`src/rtl/axi_pv_pkg.sv`:
```
`default_nettype none
// ============================================================================
// Module   : axi_pv_pkg
// Purpose  : Shared definitions for the AXI write-side protocol monitor:
//            error bitmap indices, AXI burst/response encodings and a
//            handshake helper.
// Revision : 1.0 - initial release
// ============================================================================
package axi_pv_pkg;

  // Error bitmap layout (err_code / err_sticky)
  localparam int ERR_W             = 8;
  localparam int ERR_AW_STABLE     = 0;
  localparam int ERR_W_STABLE      = 1;
  localparam int ERR_B_STABLE      = 2;
  localparam int ERR_WLAST_EARLY   = 3;
  localparam int ERR_WLAST_MISSING = 4;
  localparam int ERR_W_NO_AW       = 5;
  localparam int ERR_B_EARLY       = 6;
  localparam int ERR_AW_OVERFLOW   = 7;

  // AXI burst type encodings
  localparam logic [1:0] BURST_FIXED = 2'b00;
  localparam logic [1:0] BURST_INCR  = 2'b01;
  localparam logic [1:0] BURST_WRAP  = 2'b10;

  // AXI write response encodings
  localparam logic [1:0] RESP_OKAY   = 2'b00;
  localparam logic [1:0] RESP_EXOKAY = 2'b01;
  localparam logic [1:0] RESP_SLVERR = 2'b10;
  localparam logic [1:0] RESP_DECERR = 2'b11;

  // A transfer happens on a rising edge where both valid and ready are high.
  function automatic logic hs(input logic valid, input logic ready);
    return valid & ready;
  endfunction

endpackage
`default_nettype wire

```
`src/rtl/axi_len_fifo.sv`:
```
`default_nettype none
// ============================================================================
// Module   : axi_len_fifo
// Purpose  : Small synchronous FIFO holding AW burst lengths awaiting W
//            completion. Push while full is accepted only when a pop happens
//            on the same edge.
// Ports    : clk, rst_n      - clock, asynchronous active-low reset
//            i_push / i_din  - write request and data
//            i_pop           - read request (ignored when empty)
//            o_dout          - head entry (valid when !o_empty)
//            o_full/o_empty  - status flags
//            o_count         - number of stored entries (0..DEPTH)
// Revision : 1.0 - initial release
// ============================================================================
module axi_len_fifo #(
  parameter int DEPTH = 4,
  parameter int WIDTH = 8
) (
  input  logic                     clk,
  input  logic                     rst_n,
  input  logic                     i_push,
  input  logic [WIDTH-1:0]         i_din,
  input  logic                     i_pop,
  output logic [WIDTH-1:0]         o_dout,
  output logic                     o_full,
  output logic                     o_empty,
  output logic [$clog2(DEPTH):0]   o_count
);

  localparam int PW = $clog2(DEPTH);

  logic [WIDTH-1:0] r_mem [DEPTH];
  logic [PW-1:0]    r_wr_ptr;
  logic [PW-1:0]    r_rd_ptr;
  logic [PW:0]      r_count;
  logic             w_do_push;
  logic             w_do_pop;

  assign o_empty   = (r_count == '0);
  assign o_full    = (r_count == (PW+1)'(DEPTH));
  assign o_count   = r_count;
  assign o_dout    = r_mem[r_rd_ptr];
  assign w_do_pop  = i_pop && !o_empty;
  // A full FIFO still accepts a write when the head leaves on the same edge.
  assign w_do_push = i_push && (!o_full || w_do_pop);

  always_ff @(posedge clk) begin
    if (w_do_push) begin
      r_mem[r_wr_ptr] <= i_din;
    end
  end

  // DEPTH is a power of two, so pointers wrap naturally.
  always_ff @(posedge clk or negedge rst_n) begin
    if (!rst_n) begin
      r_wr_ptr <= '0;
      r_rd_ptr <= '0;
      r_count  <= '0;
    end else begin
      if (w_do_push) r_wr_ptr <= r_wr_ptr + PW'(1);
      if (w_do_pop)  r_rd_ptr <= r_rd_ptr + PW'(1);
      case ({w_do_push, w_do_pop})
        2'b10:   r_count <= r_count + (PW+1)'(1);
        2'b01:   r_count <= r_count - (PW+1)'(1);
        default: r_count <= r_count;
      endcase
    end
  end

endmodule
`default_nettype wire

```
`src/rtl/axi_wr_monitor.sv`:
```
`default_nettype none
// ============================================================================
// Module   : axi_wr_monitor
// Purpose  : Passive AXI write-channel monitor. Tracks queued AW lengths,
//            beats of the current W burst and completed bursts awaiting B,
//            and reports protocol violations one cycle after they are seen.
// Ports    : axi_aclk/axi_aresetn       - clock, async active-low reset
//            axi_aw*/axi_w*/axi_b*       - observed AW, W and B channels
//            err_clr                     - clears err_sticky (new errors win)
//            err_valid/err_code          - one-cycle violation pulse + bitmap
//            err_sticky                  - accumulated violation bitmap
//            beat_cnt                    - beats accepted in current W burst
//            aw_outstanding              - AW lengths queued
//            b_pending                   - completed bursts awaiting B
//            burst_done                  - pulse after final W beat
// Revision : 1.0 - initial release
// ============================================================================
module axi_wr_monitor
  import axi_pv_pkg::*;
#(
  parameter int AW     = 32,
  parameter int DW     = 64,
  parameter int MAXOUT = 4
) (
  input  logic                      axi_aclk,
  input  logic                      axi_aresetn,
  input  logic [AW-1:0]             axi_awaddr,
  input  logic [7:0]                axi_awlen,
  input  logic [2:0]                axi_awsize,
  input  logic [1:0]                axi_awburst,
  input  logic                      axi_awvalid,
  input  logic                      axi_awready,
  input  logic [DW-1:0]             axi_wdata,
  input  logic [DW/8-1:0]           axi_wstrb,
  input  logic                      axi_wlast,
  input  logic                      axi_wvalid,
  input  logic                      axi_wready,
  input  logic [1:0]                axi_bresp,
  input  logic                      axi_bvalid,
  input  logic                      axi_bready,
  input  logic                      err_clr,
  output logic                      err_valid,
  output logic [7:0]                err_code,
  output logic [7:0]                err_sticky,
  output logic [7:0]                beat_cnt,
  output logic [$clog2(MAXOUT):0]   aw_outstanding,
  output logic [$clog2(MAXOUT):0]   b_pending,
  output logic                      burst_done
);

  localparam int CW  = $clog2(MAXOUT) + 1;
  localparam int AWP = AW + 8 + 3 + 2;
  localparam int WP  = DW + DW/8 + 1;
  localparam logic [CW:0] BP_MAX = (CW+1)'(MAXOUT);

  // Handshakes
  logic w_aw_hs, w_w_hs, w_b_hs;
  assign w_aw_hs = hs(axi_awvalid, axi_awready);
  assign w_w_hs  = hs(axi_wvalid,  axi_wready);
  assign w_b_hs  = hs(axi_bvalid,  axi_bready);

  // Stability history: stall flag and payload from the previous cycle
  logic [AWP-1:0] w_aw_pay, r_aw_pay;
  logic [WP-1:0]  w_w_pay,  r_w_pay;
  logic [1:0]     r_b_pay;
  logic           r_aw_stall, r_w_stall, r_b_stall;
  assign w_aw_pay = {axi_awaddr, axi_awlen, axi_awsize, axi_awburst};
  assign w_w_pay  = {axi_wdata, axi_wstrb, axi_wlast};

  // Burst length tracking
  logic            w_fifo_empty, w_fifo_full;
  logic [7:0]      w_head, w_len;
  logic            w_have_len, w_bypass, w_w_beat, w_len_match, w_last_beat;
  logic            w_pop, w_push_req, w_push, w_overflow;
  logic [7:0]      r_beat_cnt, w_beat_next;

  // Completed bursts awaiting B
  logic [CW-1:0]   r_b_pending, w_bp_next;
  logic [CW:0]     w_bp_sum;
  logic            w_b_dec;

  logic [ERR_W-1:0] w_err;
  logic             r_err_valid, r_burst_done;
  logic [ERR_W-1:0] r_err_code, r_err_sticky;

  // With an empty queue, a same-cycle AW supplies the length directly.
  assign w_bypass    = w_fifo_empty && w_aw_hs;
  assign w_have_len  = !w_fifo_empty || w_aw_hs;
  assign w_len       = w_fifo_empty ? axi_awlen : w_head;
  assign w_w_beat    = w_w_hs && w_have_len;
  assign w_len_match = (r_beat_cnt == w_len);
  assign w_last_beat = w_w_beat && w_len_match;
  assign w_pop       = w_last_beat && !w_fifo_empty;
  // A bypassed AW whose single burst also finishes this edge is consumed
  // immediately and never enters the queue.
  assign w_push_req  = w_aw_hs && !(w_bypass && w_last_beat);
  assign w_overflow  = w_push_req && w_fifo_full && !w_pop;
  assign w_push      = w_push_req && !w_overflow;

  assign w_beat_next = w_last_beat ? 8'd0 :
                       w_w_beat    ? r_beat_cnt + 8'd1 : r_beat_cnt;

  assign w_b_dec = w_b_hs && (r_b_pending != '0);

  always_comb begin
    w_bp_sum  = {1'b0, r_b_pending} + {{CW{1'b0}}, w_last_beat}
              - {{CW{1'b0}}, w_b_dec};
    w_bp_next = (w_bp_sum > BP_MAX) ? BP_MAX[CW-1:0] : w_bp_sum[CW-1:0];
  end

  always_comb begin
    w_err = '0;
    w_err[ERR_AW_STABLE]     = r_aw_stall && (!axi_awvalid || (w_aw_pay != r_aw_pay));
    w_err[ERR_W_STABLE]      = r_w_stall  && (!axi_wvalid  || (w_w_pay  != r_w_pay));
    w_err[ERR_B_STABLE]      = r_b_stall  && (!axi_bvalid  || (axi_bresp != r_b_pay));
    w_err[ERR_WLAST_EARLY]   = w_w_beat && !w_len_match && axi_wlast;
    w_err[ERR_WLAST_MISSING] = w_last_beat && !axi_wlast;
    w_err[ERR_W_NO_AW]       = w_w_hs && !w_have_len;
    w_err[ERR_B_EARLY]       = axi_bvalid && (r_b_pending == '0);
    w_err[ERR_AW_OVERFLOW]   = w_overflow;
  end

  axi_len_fifo #(
    .DEPTH (MAXOUT),
    .WIDTH (8)
  ) u_len_fifo (
    .clk     (axi_aclk),
    .rst_n   (axi_aresetn),
    .i_push  (w_push),
    .i_din   (axi_awlen),
    .i_pop   (w_pop),
    .o_dout  (w_head),
    .o_full  (w_fifo_full),
    .o_empty (w_fifo_empty),
    .o_count (aw_outstanding)
  );

  always_ff @(posedge axi_aclk or negedge axi_aresetn) begin
    if (!axi_aresetn) begin
      r_err_valid  <= 1'b0;
      r_err_code   <= '0;
      r_err_sticky <= '0;
      r_beat_cnt   <= '0;
      r_b_pending  <= '0;
      r_burst_done <= 1'b0;
      r_aw_stall   <= 1'b0;
      r_w_stall    <= 1'b0;
      r_b_stall    <= 1'b0;
      r_aw_pay     <= '0;
      r_w_pay      <= '0;
      r_b_pay      <= '0;
    end else begin
      r_err_valid  <= |w_err;
      r_err_code   <= w_err;
      r_err_sticky <= (err_clr ? '0 : r_err_sticky) | w_err;
      r_beat_cnt   <= w_beat_next;
      r_b_pending  <= w_bp_next;
      r_burst_done <= w_last_beat;
      r_aw_stall   <= axi_awvalid && !axi_awready;
      r_w_stall    <= axi_wvalid  && !axi_wready;
      r_b_stall    <= axi_bvalid  && !axi_bready;
      r_aw_pay     <= w_aw_pay;
      r_w_pay      <= w_w_pay;
      r_b_pay      <= axi_bresp;
    end
  end

  assign err_valid  = r_err_valid;
  assign err_code   = r_err_code;
  assign err_sticky = r_err_sticky;
  assign beat_cnt   = r_beat_cnt;
  assign b_pending  = r_b_pending;
  assign burst_done = r_burst_done;

endmodule
`default_nettype wire

```
`config.mk`:
```
export PLATFORM = sky130hd
export DESIGN_NAME = axi_wr_monitor
export DESIGN_NICKNAME = d
export VERILOG_FILES = /design/src/rtl/axi_pv_pkg.sv /design/src/rtl/axi_len_fifo.sv /design/src/rtl/axi_wr_monitor.sv
export SDC_FILE = /design/constraint.sdc
export NUM_CORES = 1
export LEC_CHECK = 0
export ABC_AREA = 1
export CAP_MARGIN = 20
export CORE_MARGIN = 2
export CORE_UTILIZATION = 47
export CTS_CLUSTER_SIZE = 16
export DETAILED_ROUTE_END_ITERATION = 7
export GPL_TIMING_DRIVEN = 0
export PLACE_DENSITY = 0.74
export SLEW_MARGIN = 20
export SYNTH_ARGS = -nofsm -noshare
export SYNTH_HDL_FRONTEND = slang
export SYNTH_SLANG_ARGS = --single-unit
```
`constraint.sdc`:
```
create_clock -name axi_aclk -period 5.1 [get_ports axi_aclk]
set_input_delay 1.02 -clock axi_aclk [delete_from_list [all_inputs] [get_ports axi_aclk]]
set_output_delay 1.02 -clock axi_aclk [all_outputs]
set_load 0.03 [all_outputs]
```
# After elaboration in Yosys (flattened, before gate mapping)
# Memory sizes are Yosys's and may differ from the RTL's.
# Index checks and enable logic that the tools add are counted.
word_totals:
  ff_bits: 159
  ramBits: 32
  inputBits: 129
  out_inout_bits: 32
  mem_count: 1
mem_list:
  columns: ["memory", "words", "width", "read_ports", "rd_ports_with_merged_regs", "write_ports", "line", "text"]
  rows:
  - ["u_len_fifo.r_mem", 4, 8, 1, 0, 1, "axi_len_fifo.sv:32", "logic [WIDTH-1:0] r_mem [DEPTH];"]
op_classes:
  add_sub_neg: 7
  order_cmp: 1
  n_eq_ne: 7
  mux: 8
  bitwise_logic: 4
  reduce_logical: 48
op_table:
  columns: ["operator", "n"]
  rows:
  - ["inequality test 73 bit", 1]
  - ["inequality test 45 bit", 1]
  - ["two-way mux 8 bit", 4]
  - ["logical AND 1 bit", 23]
  - ["logical NOT 1 bit", 14]
  - ["adder 8 x 1 -> 8 bit, second input constant", 1]
  - ["== test 8 bit", 1]
  - ["OR 8 bit", 1]
  - ["OR reduction 8 bit", 1]
  - ["logical NOT 3 bit", 2]
  - ["one-hot mux 3 bit (2 select lines)", 1]
  - ["logical OR 1 bit", 5]
  - ["adder 2 x 1 -> 2 bit, second input constant", 2]
  - ["adder 3 x 1 -> 4 bit", 1]
  - ["greater-than comparator 4 x 3 -> 1 bit, second input constant", 1]
  - ["nonzero test 2 bit", 2]
  - ["subtractor 4 x 1 -> 4 bit", 1]
  - ["adder 3 x 1 -> 3 bit, second input constant", 1]
  - ["bitwise AND 1 bit", 3]
  - ["== test 3 bit, second input constant", 1]
  - ["two-way mux 3 bit", 1]
  - ["nonzero test 3 bit", 1]
  - ["subtractor 3 x 1 -> 3 bit, second input constant", 1]
  - ["== test 2 x 1 -> 1 bit, second input constant", 1]
  - ["3 further kinds", 4]

# Longest topological paths before layout
depth:
  depth_word: 15
  mapped_depth: 21
  depth_no_buf: 19

# By module
# From an unflattened synthesis, not the netlist that was laid out.
hier_totals:
  cells_unflattened: 1056
  hier_area_um2: 8712.1
by_module_without_submodules:
  columns: ["module", "n_inst", "cells_per_inst", "area_each_um2", "seq_area_each_um2"]
  rows:
  - ["axi_wr_monitor", 1, 908, 7009.2, 3803.6]
  - ["axi_len_fifo", 1, 148, 1702.9, 1136.1]

# Worst setup path after synthesis
# OpenSTA, ideal clock, no wires.
synth_path:
  kind: "input to register"
  from: "in axi_awlen[4]"
  to: "reg r_b_pending[0] (netlist: b_pending[0])"
  setup_time_ns: 0.118
  t_arrival_ns: 2.877
  slack_ns: 2.106
  cell_stages: 17
  path_cell_list: "inv_1 > nand2_2 > nand2_1 > nand2_1 > nand2_1 > nand2_1 > nor2_4 > nand3_2 > buf_6 > ha_1 > inv_1 > ha_1 > inv_1 > fa_1 > xor2_1 > nand3_1 > nor2_1"
synth_between:
  elab_chain_cells: 7
synth_rtl:
  columns: ["item", "line", "text"]
  rows:
  - ["start, declared", "axi_wr_monitor.sv:28", "input logic [7:0] axi_awlen,"]
  - ["two-way mux 8 bit (*)", "axi_wr_monitor.sv:89", "assign w_len = w_fifo_empty ? axi_awlen : w_head;"]
  - ["== test 8 bit (*)", "axi_wr_monitor.sv:91", "assign w_len_match = (r_beat_cnt == w_len);"]
  - ["logical AND 1 bit (*)", "axi_wr_monitor.sv:92", "assign w_last_beat = w_w_beat && w_len_match;"]
  - ["adder 3 x 1 -> 4 bit (*)", "axi_wr_monitor.sv:106", "w_bp_sum = {1'b0, r_b_pending} + {{CW{1'b0}}, w_last_beat}"]
  - ["subtractor 4 x 1 -> 4 bit (*)", "axi_wr_monitor.sv:107", "- {{CW{1'b0}}, w_b_dec};"]
  - ["greater-than comparator 4 x 3 -> 1 bit", "axi_wr_monitor.sv:108", "w_bp_next = (w_bp_sum > BP_MAX) ? BP_MAX[CW-1:0] : w_bp_sum[CW-1:0];"]
  - ["two-way mux 3 bit (*)", "axi_wr_monitor.sv:108", null]
  - ["named net w_bp_next[0]", "axi_wr_monitor.sv:78", "logic [CW-1:0] r_b_pending, w_bp_next;"]
  - ["end signal, assigned", "axi_wr_monitor.sv:157", "r_b_pending <= w_bp_next;"]
  - ["end, declared", "axi_wr_monitor.sv:78", null]
# Mark *: on every way through the listed nets, which the timed path passes. The rest lies on a longest branch.
# A chain may end at the register's enable or synchronous reset.

# Worst setup path after layout
layout_path:
  from: "in axi_awlen[3]"
  to: "reg r_b_pending[1] (netlist: b_pending[1])"
# Same word-level chain as after synthesis.

==> results_dict.tcl <==
set metrics [dict create \
    outcome "completed" \
    io_pins 161 \
    final_cell_mix "nand2_1 (194), dfrtp_1 (159), clkdlybuf4s50_1 (159), inv_1 (142), nor2_1 (60)" \
    clock.fmax_mhz 282 \
    reg2reg_to "b_pending[1]" \
    synth_top_area_cell "dfrtp_1" \
    setup_viol 0 \
    grt_pass1_wl_mm 28.6 \
    syn_area_sq_mm 0.00819 \
    clock_skew_ns 0.0109 \
    crit_path_end_kind "register" \
    hold_viol_final 0 \
    grt_pass1_vias 6119 \
    min_from "r_w_stall" \
    routedWlPerCell_um 13.6 \
    clk_path_buf_depth 2 \
    postCtsHoldBufs 0 \
    die_w_um 136 \
    rr_worst_depth 17 \
    setup_tns_ns 0 \
    nets 1160 \
    worst_hold_slack_ns 0.502 \
    critPathKind "input pin to register" \
    mostFrequentLayoutCell "nand2_1" \
    crit_end "b_pending[1]" \
    finalCritPeriodShare_pct 69.5 \
    wl_met2_mm 8.54 \
    synth_top_area_share_pct 48.6 \
    synthToLayoutAreaGrowth_pct 30.4 \
    r2r_start "u_len_fifo.o_count[0]" \
    arrival_ns 3.90 \
    dr_wl_met3_mm 1.21 \
    drtIter0Drc 296 \
    ys_seq_area_share_pct 60.3 \
    r2r_slack_ns 2.01 \
    synth_cells 839 \
    hold_class "register to register" \
    antenna_left 0 \
    critPathLaunchType "input pin" \
    cts_resized 0 \
    p_leak_nw 5.00 \
    critPathMaxFanout 10 \
    worst_slew_pin_slew_ns 0.802 \
    cts_tree "done" \
    die_y_um 136 \
    start_util_pct 47.7 \
    vias_per_cell 4.71 \
    clk_latency_ns 0.42 \
    min_period_ns 3.55 \
    htreeDepth 4 \
    root_buffer "clkbuf_16" \
    ys_top_cells_by_area "dfrtp_1 (49%), edfxtp_1 (12%), nand2_1 (8.9%), inv_1 (6.5%), nand3_1 (3.5%)" \
    rsz0062_at_grt "false" \
    synth.distinct_cells 34 \
    powerDensity_mw_per_mm2 391 \
    top_layer "met4" \
    die-area_sq_mm 0.0185 \
    slew_violations 0 \
    critPathLaunch "axi_awlen[3]" \
    cts_setup_buffers 0 \
    slew_headroom_pct 46.4 \
    synth_nets 980 \
    m1WireLength_mm 7.13 \
    ys_seq_elements 191 \
    firstDrtPassIters 4 \
    clk_pin_slew_ns 0.07 \
    clock-sinks 191 \
    grtUsageTotal_pct 20.1 \
    io_buffers 160 \
    grt_max_degree 93 \
    cts_buffers 17 \
    max_cap_violations 0 \
    core_area_sq_mm 0.0172 \
    antennaDiodeCount 0 \
    ir_drop_mv 0.241 \
    antenna_found_initial 0 \
    num_rows 48 \
    globalRouteOverflowTotal 0 \
    drive_gt1_share_pct 7.27 \
    drc 0 \
    cp_data_required_time_ns 5.45 \
    dpl.hpwl_mm 13.2 \
    vias 5915 \
    gp_congestion 0.816 \
    synth_warnings 0 \
    finish.utilization_pct 62.2 \
    avgSynthCellArea_sq_um 9.76 \
    wirelength_mm 17.2 \
]
where the power goes:
part / internal (mW) / switching, mW
clock network: 0.726 / 0.570
registers: 1.70 / 0.108
logic: 0.448 / 0.619
total: 2.88 / 1.30
area by class of cell:
| type | count | area (sq um) |
|---|---|---|
| multi-input cells | 493 | 2610 |
| clock inverters | 13 | 138 |
| plain buffers | 6 | 80.1 |
| clock buffers | 19 | 433 |
| flip-flops and latches | 191 | 4940 |
| fillers | 1434 | 6500 |
| well taps | 225 | 282 |
| repair buffers | 161 | 1630 |
| inverters | 149 | 559 |
critical path: stages:
cell and delay, ns:
clkdlybuf4s50_1 0.63, inv_1 0.15, nand2_1 0.13, nand2_1 0.06
nand2_1 0.05, nand2_1 0.05, inv_1 0.04, nand2_1 0.07
nor2_4 0.12, nand3_2 0.09, buf_6 0.17, ha_1 0.29
inv_1 0.05, ha_1 0.15, inv_1 0.05, fa_1 0.38
xor2_1 0.14, nand3_1 0.15, nor2_1 0.11
cells in the mapped netlist:
master / instances
nor3b_1: 1
xor2_2: 1
or2_2: 20
nand2_2: 4
buf_8: 1
xnor2_1: 32
o21ai_0: 33
nor2_1: 60
o21bai_1: 1
a21oi_1: 3
a22o_1: 1
o211ai_1: 2
clkinv_1: 1
nand3_1: 57
inv_1: 142
xor2_1: 24
nand3_4: 1
a31oi_1: 1
ha_1: 10
dfrtp_1: 159
nor3_1: 12
nor2_4: 2
o22ai_1: 12
nand3_2: 2
nor2_8: 1
o2bb2ai_1: 1
buf_12: 1
buf_6: 4
fa_1: 2
nand2_1: 194
nand4_1: 15
edfxtp_1: 32
inv_2: 6
nand3b_1: 1
per-stage QoR:
stage               worst slack, ns  cell area, sq um  cells  power [mW]
global placement              -3.43             10100   1224        2.89
detailed placement             1.11             10100   1225        2.92
floorplan                      2.11              8190    839        2.48
finish                         1.55             10700   1257        4.18
global route                   1.29             10700   1257        4.43
CTS                            1.56             10700   1257        4.22
sequential cells by signal (all words and copies together), names as in the netlist, 2 cells and up:
| name | flops |
|---|---|
| r_w_pay | 73 |
| r_aw_pay | 45 |
| u_len_fifo.r_mem | 32 |
| beat_cnt | 8 |
| err_code | 8 |
| err_sticky | 8 |
| b_pending | 3 |
| u_len_fifo.o_count | 3 |
| r_b_pay | 2 |
| u_len_fifo.r_rd_ptr | 2 |
| u_len_fifo.r_wr_ptr | 2 |
cells by family (layout without fill, tap and decap cells):
group,after synthesis,count (layout),synth area share [%]
XOR/XNOR,57,57,6.19
buffers and inverters,155,348,7.81
AO/OA/AOI/OAI,54,54,3.68
AND/OR/NAND/NOR,370,370,20.0
flip-flops,191,191,60.3
adder cells (fa/ha/maj),12,12,2.02
worst min path at each step:
| stage | cells past startpoint | slack [ns] | end |
|---|---|---|---|
| detailed placement | 2 | 0.50 | err_code[1] |
| global route | 2 | 0.54 | err_code[1] |
| finish | 2 | 0.50 | err_sticky[1] |
| CTS | 2 | 0.51 | err_sticky[1] |
| global placement | 2 | 0.48 | err_code[1] |
| floorplan | 2 | 0.44 | err_code[0] |
routing by layer:
layer	up-vias	global-route usage, %
li1	2974	-
met4	0	6.19
met3	24	7.12
met2	149	34.1
met1	2768	24.1
met5	-	0
Power figures use the tool's default switching activity.
